**config.mk**
```make
export PLATFORM = sky130hd
export DESIGN_NAME = alu_cmd_issuer
export DESIGN_NICKNAME = d
export VERILOG_FILES = /design/src/rtl/alu_cmd_issuer_pkg.sv /design/src/rtl/alu_cmd_issuer_flag_mask.sv /design/src/rtl/alu_cmd_issuer.sv
export SDC_FILE = /design/constraint.sdc
export NUM_CORES = 1
export LEC_CHECK = 0
export CAP_MARGIN = 40
export CORE_UTILIZATION = 40
export DETAILED_ROUTE_END_ITERATION = 10
export GPL_ROUTABILITY_DRIVEN = 0
export HOLD_SLACK_MARGIN = 0.15
export PLACE_DENSITY = 0.74
export SETUP_SLACK_MARGIN = 0.3
export SLEW_MARGIN = 0
export SYNTH_ARGS = -nofsm -noshare
export SYNTH_HDL_FRONTEND = slang
export SYNTH_SLANG_ARGS = --single-unit
```
**constraint.sdc**
```tcl
create_clock -name clk -period 2.05 [get_ports clk]
set_input_delay 0.3075 -clock clk [delete_from_list [all_inputs] [get_ports clk]]
set_output_delay 0.3075 -clock clk [all_outputs]
set_load 0.02 [all_outputs]
```
**src/rtl/alu_cmd_issuer_pkg.sv**
```systemverilog
// Shared definitions for the ALU command issuer: opcodes, FSM states and
// the opcode legality check.
package alu_cmd_issuer_pkg;

   localparam logic [3:0] OP_ADD = 4'd0;
   localparam logic [3:0] OP_SUB = 4'd1;
   localparam logic [3:0] OP_AND = 4'd2;
   localparam logic [3:0] OP_OR  = 4'd3;
   localparam logic [3:0] OP_SLL = 4'd4;

   typedef enum logic [1:0] {
      ST_IDLE  = 2'd0,
      ST_DRIVE = 2'd1,
      ST_RESP  = 2'd2
   } state_t;

   function automatic logic is_legal_op(input logic [3:0] op);
      return (op <= OP_SLL);
   endfunction

endpackage

```
**src/rtl/alu_cmd_issuer_flag_mask.sv**
```systemverilog
// Carry/overflow only carry meaning for arithmetic ops; logical ops and
// shifts report them as 0.
module alu_flag_mask
   import alu_cmd_issuer_pkg::*;
(
   input  logic [3:0] opcode_i,
   input  logic       carry_i,
   input  logic       overflow_i,
   output logic       carry_o,
   output logic       overflow_o
);

   logic is_arith;

   assign is_arith   = (opcode_i == OP_ADD) || (opcode_i == OP_SUB);
   assign carry_o    = is_arith & carry_i;
   assign overflow_o = is_arith & overflow_i;

endmodule

```
**src/rtl/alu_cmd_issuer.sv**
```systemverilog
// Issues one command at a time to an external combinational ALU and returns
// the captured result with its tag over a valid/ready response channel.
module alu_cmd_issuer
   import alu_cmd_issuer_pkg::*;
#(
   parameter int WIDTH = 32,
   parameter int TAGW  = 4
) (
   input  logic             clk,
   input  logic             rst_n,
   // Both channels: a transfer happens on a rising edge where valid && ready;
   // the sender holds valid and payload stable until that edge.
   input  logic             cmdValid,
   output logic             cmdReady,
   input  logic [3:0]       cmdOpcode,
   input  logic [WIDTH-1:0] cmdOperandA,
   input  logic [WIDTH-1:0] cmdOperandB,
   input  logic [4:0]       cmdShift,
   input  logic             cmdChain,
   input  logic [TAGW-1:0]  cmdTag,
   output logic [3:0]       aluOpcode,
   output logic [WIDTH-1:0] aluInput1,
   output logic [WIDTH-1:0] aluInput2,
   output logic [4:0]       aluShiftValue,
   input  logic [WIDTH-1:0] aluResult,
   input  logic             aluCarryFlag,
   input  logic             aluZeroFlag,
   input  logic             aluOverFlowFlag,
   output logic             rspValid,
   input  logic             rspReady,
   output logic [WIDTH-1:0] rspResult,
   output logic             rspCarry,
   output logic             rspZero,
   output logic             rspOverflow,
   output logic             rspError,
   output logic [TAGW-1:0]  rspTag,
   output logic             busy,
   output logic [15:0]      opCount,
   output logic [1:0]       dbgState
);

   state_t           state_q, state_d;
   logic             ready_en_q;
   logic             accept, accept_legal, rsp_done;
   logic [3:0]       alu_op_q;
   logic [WIDTH-1:0] alu_in1_q, alu_in2_q, last_q;
   logic [4:0]       alu_shift_q;
   logic [WIDTH-1:0] rsp_result_q;
   logic             rsp_carry_q, rsp_zero_q, rsp_ovf_q, rsp_err_q;
   logic [TAGW-1:0]  rsp_tag_q;
   logic [15:0]      op_count_q, op_count_d;
   logic             mask_carry, mask_ovf;

   assign accept       = cmdValid && cmdReady;
   assign accept_legal = accept && is_legal_op(cmdOpcode);
   assign rsp_done     = (state_q == ST_RESP) && rspReady;
   assign op_count_d   = rsp_done ? op_count_q + 16'd1 : op_count_q;

   // ready_en_q keeps cmdReady low until the first edge after reset release.
   always_ff @(posedge clk or negedge rst_n) begin
      if (!rst_n) begin
         state_q    <= ST_IDLE;
         ready_en_q <= 1'b0;
      end else begin
         state_q    <= state_d;
         ready_en_q <= 1'b1;
      end
   end

   always_comb begin
      state_d = state_q;
      case (state_q)
         ST_IDLE: begin
            if (accept_legal)  state_d = ST_DRIVE;
            else if (accept)   state_d = ST_RESP;
         end
         ST_DRIVE: state_d = ST_RESP;
         ST_RESP:  if (rspReady) state_d = ST_IDLE;
         default:  state_d = ST_IDLE;
      endcase
   end

   always_comb begin
      cmdReady = (state_q == ST_IDLE) && ready_en_q;
      busy     = (state_q != ST_IDLE);
      rspValid = (state_q == ST_RESP);
      dbgState = state_q;
   end

   always_ff @(posedge clk or negedge rst_n) begin
      if (!rst_n) begin
         alu_op_q    <= '0;
         alu_in1_q   <= '0;
         alu_in2_q   <= '0;
         alu_shift_q <= '0;
         last_q      <= '0;
         op_count_q  <= '0;
      end else begin
         if (accept_legal) begin
            alu_op_q    <= cmdOpcode;
            alu_in1_q   <= cmdChain ? last_q : cmdOperandA;
            alu_in2_q   <= cmdOperandB;
            alu_shift_q <= cmdShift;
         end
         if (state_q == ST_DRIVE) last_q <= aluResult;
         op_count_q <= op_count_d;
      end
   end

   // Illegal opcodes produce an error response without touching the ALU.
   always_ff @(posedge clk or negedge rst_n) begin
      if (!rst_n) begin
         rsp_result_q <= '0;
         rsp_carry_q  <= 1'b0;
         rsp_zero_q   <= 1'b0;
         rsp_ovf_q    <= 1'b0;
         rsp_err_q    <= 1'b0;
         rsp_tag_q    <= '0;
      end else if (accept) begin
         rsp_tag_q <= cmdTag;
         if (!accept_legal) begin
            rsp_result_q <= '0;
            rsp_carry_q  <= 1'b0;
            rsp_zero_q   <= 1'b0;
            rsp_ovf_q    <= 1'b0;
            rsp_err_q    <= 1'b1;
         end
      end else if (state_q == ST_DRIVE) begin
         rsp_result_q <= aluResult;
         rsp_carry_q  <= mask_carry;
         rsp_zero_q   <= aluZeroFlag;
         rsp_ovf_q    <= mask_ovf;
         rsp_err_q    <= 1'b0;
      end
   end

   alu_flag_mask u_flag_mask (
      .opcode_i   (alu_op_q),
      .carry_i    (aluCarryFlag),
      .overflow_i (aluOverFlowFlag),
      .carry_o    (mask_carry),
      .overflow_o (mask_ovf)
   );

   assign aluOpcode     = alu_op_q;
   assign aluInput1     = alu_in1_q;
   assign aluInput2     = alu_in2_q;
   assign aluShiftValue = alu_shift_q;
   assign rspResult     = rsp_result_q;
   assign rspCarry      = rsp_carry_q;
   assign rspZero       = rsp_zero_q;
   assign rspOverflow   = rsp_ovf_q;
   assign rspError      = rsp_err_q;
   assign rspTag        = rsp_tag_q;
   assign opCount       = op_count_q;

endmodule

```
==> metrics <==
leak pwr=roughly 4.7 nW; CP Class=reg2out; area of placed instances=roughly 9300 um^2; CP Data Arrival Time=~1.4 ns; max-slew violations=0; Max Fanout on Critical Path=6; Setup TNS=0 ns; clk_lat worst skew=between 0.4 and 0.5 ns; met3 WL=916 um; Syn Nets=645; cts bufs inserted=17; fin crit period=roughly 1.7 ns; Die Area=between 15000 and 20000 um^2; Longest Clk Path Bufs=2; hpwl dp=about 12000 um; synth top area cells=dfrtp_1, mux2_2, nand2_1; slowest CP cell=dfrtp_2; Synth Cell Area=6500 um^2; combinational share of power=around 33%; Yosys cell types=34; root buffer cell=clkbuf_16; Horiz. Die Dim=around 130 um; initial antenna violation count=0; CP bufs+invs=1; share of layout cells above drive strength 1=between 10 and 15%; synthesized instance count=about 530; Reg power frac=between 40% and 50%; residual DRC count=0; Psw=approximately 3.6 mW; Sw Share=a little under a third; r2r startpoint=dbgState[0]; DR WL/cell=roughly 17 um; Pwr Total=11.6 mW; post-route insts no fill=around 1000; Synth async-reset ratio=between 90% and 100%; DR WL met2=about 8500 um; placed insts=between 900 and 1000; maximum vdd drop=0.000559 V; largest net degree at the start of global routing=66; Fmax=0.579 GHz; Synth area leader=dfrtp_1; post-synth top area share=63.1%; CP required=1.74 ns; status=complete, no violations; syn avg cell area=12.3 um^2; R2R depth=4; vias in the first global route=between 5000 and 6000; delay-heaviest family, CP=simple AND/OR/NAND/NOR gates; DRT iter0 DRCs=about 190; Top FF cell, synth=dfrtp_1; Ports=between 200 and 300; Setup crit start kind=flip-flop; cell row count=46; CTS tree=done; first-pass GRT wire length=around 27000 um; Core ar.=15900 um^2; Critical Path Max Stage Delay=0.42 ns; ant diodes=0; H-tree levels=4; M1 wire length=7080 um; reg-to-reg slack, setup=~0.34 ns; grt total ovfl=0; most common cell in the synthesized netlist=dfrtp_1; Initial Utilization=between 40% and 50%; skew final=between 0.01 and 0.015 ns; reg-to-reg endpoint=aluInput2[16]; DR pass1 iterations=4; Post-Route WL=16800 um; CP Capture Type=output port; worst hold path class=in2async; top sig layer=met4; Post-synth EDFFs=0; sequential fraction of the synthesis area=a little over three fifths; cell area after layout=9990 um^2; power per cell area=between 1000 and 1500 nW/um^2; most frequent cells after synthesis=dfrtp_1, nand2_1, mux2_2; Placement Setup Slack=~0.032 ns; Period Utilization, post-route=84.3%; crit-path cells=or2_2, nor2_2, buf_4; final hold viol count=0; FF+latch count, synth=164; Clock Sinks=around 160; P_int=~7.9 mW; Post-DRT Antenna Nets=0; Max-Cap Viols=0; fin nets=907; PortBufs=250; RSZ-0062 raised after global routing=true; via count=between 4000 and 5000; GRT Util Overall=about a fifth; vias per cell=4.81; # setup viols final=0; final worst-path setup slack=between 0.3 and 0.4 ns; Vert. Die Dim=130 um; clock-pin transition on the worst setup and hold timing paths=0.06 ns; Synth warnings=0; Area Growth Syn to Fin=53.5%; clock share of power=26.6%
logic make-up (layout without fill, tap and decap cells):
family	after synthesis	in the layout	synth area share, %
xor+xnor	15	15	2.02
mux	77	77	12.7
flops	164	164	63.1
fa+ha+maj	1	1	0.192
compound gates	71	71	7.96
other cells	1	1	0.0577
simple gates	163	163	10.6
buf+inv	35	308	3.33
how the worst max path moves through the flow:
stage | start | end | cells after the start
after floorplan | dbgState[0] | aluInput2[17] | 5
after global placement | cmdValid | aluInput2[19] | 5
after detailed placement | cmdValid | aluInput2[26] | 5
after CTS | dbgState[1] | cmdReady | 3
after global routing | dbgState[1] | cmdReady | 3
final | dbgState[1] | cmdReady | 3
final cells by class:
cell class	instances	area, um^2
Timing Repair Buffer	273	2810
Sequential cell	164	4110
Tap cell	216	270
Clock inverter	9	105
Fill cell	1247	5900
Clock buffer	21	460
Multi-Input combinational cell	328	2210
Inverter	5	18.8
timing repair:
action | in CTS | in global routing
endpoints found under the setup margin | 59 | 59
hold endpoints to repair | 37 | 0
gates cloned | 0 | 1
resized for setup | 29 | 27
pin swaps | 0 | 1
buffers inserted | 3 | 1
hold buffers | 1 | 0
placed cells by master (no fill, tap or decap), types with 3 or more instances in the layout:
cell	Yosys	layout
clkbuf_16	0	18
clkdlybuf4s50_1	0	210
dfrtp_1	164	162
buf_12	0	7
a21oi_1	26	25
xnor2_1	11	11
xor2_1	4	4
dlygate4sd2_1	0	14
mux2i_1	32	32
clkinv_2	0	4
mux2_2	44	44
nand3_1	6	6
inv_1	5	5
buf_4	5	13
and3_1	4	3
a21oi_2	7	8
dlymetal6s2s_1	0	21
buf_2	5	3
nor2_1	35	34
nand4_1	3	3
a22o_1	34	34
nand2_1	101	101
through the flow:
stage / hold slack, ns / utilization (%)
final: 0.376 / 62.9
after CTS: 0.370 / 62.3
after floorplan: 0.0119 / -
after global placement: 0.246 / 58.6
after global routing: 0.395 / 62.9
after detailed placement: 0.243 / 58.6
per-layer routing:
layer	track usage [%]	vias to the layer above
met5	0	-
met1	25.3	2409
met4	7.11	0
met3	5.45	18
li1	-	2319
met2	36.1	136
sequential cells by signal (all words and copies together) (netlist names), 2 cells and up:
| register | flops |
|---|---|
| dbgState | 2 |
| last_q | 32 |
| aluInput2 | 32 |
| opCount | 16 |
| aluInput1 | 32 |
| rspTag | 4 |
| aluOpcode | 4 |
| rspResult | 32 |
| aluShiftValue | 5 |
power groups by stage:
| stage | combinational [mW] | clock [mW] | sequential, mW |
|---|---|---|---|
| floorplan | 1.03 | 0 | 5.51 |
| global placement | 3.78 | 0 | 4.71 |
| detailed placement | 3.86 | 0 | 4.77 |
| CTS | 3.85 | 3.15 | 4.71 |
| global route | 4.07 | 3.30 | 4.82 |
| finish | 3.80 | 3.08 | 4.70 |
(Power assumes the default switching activity.)
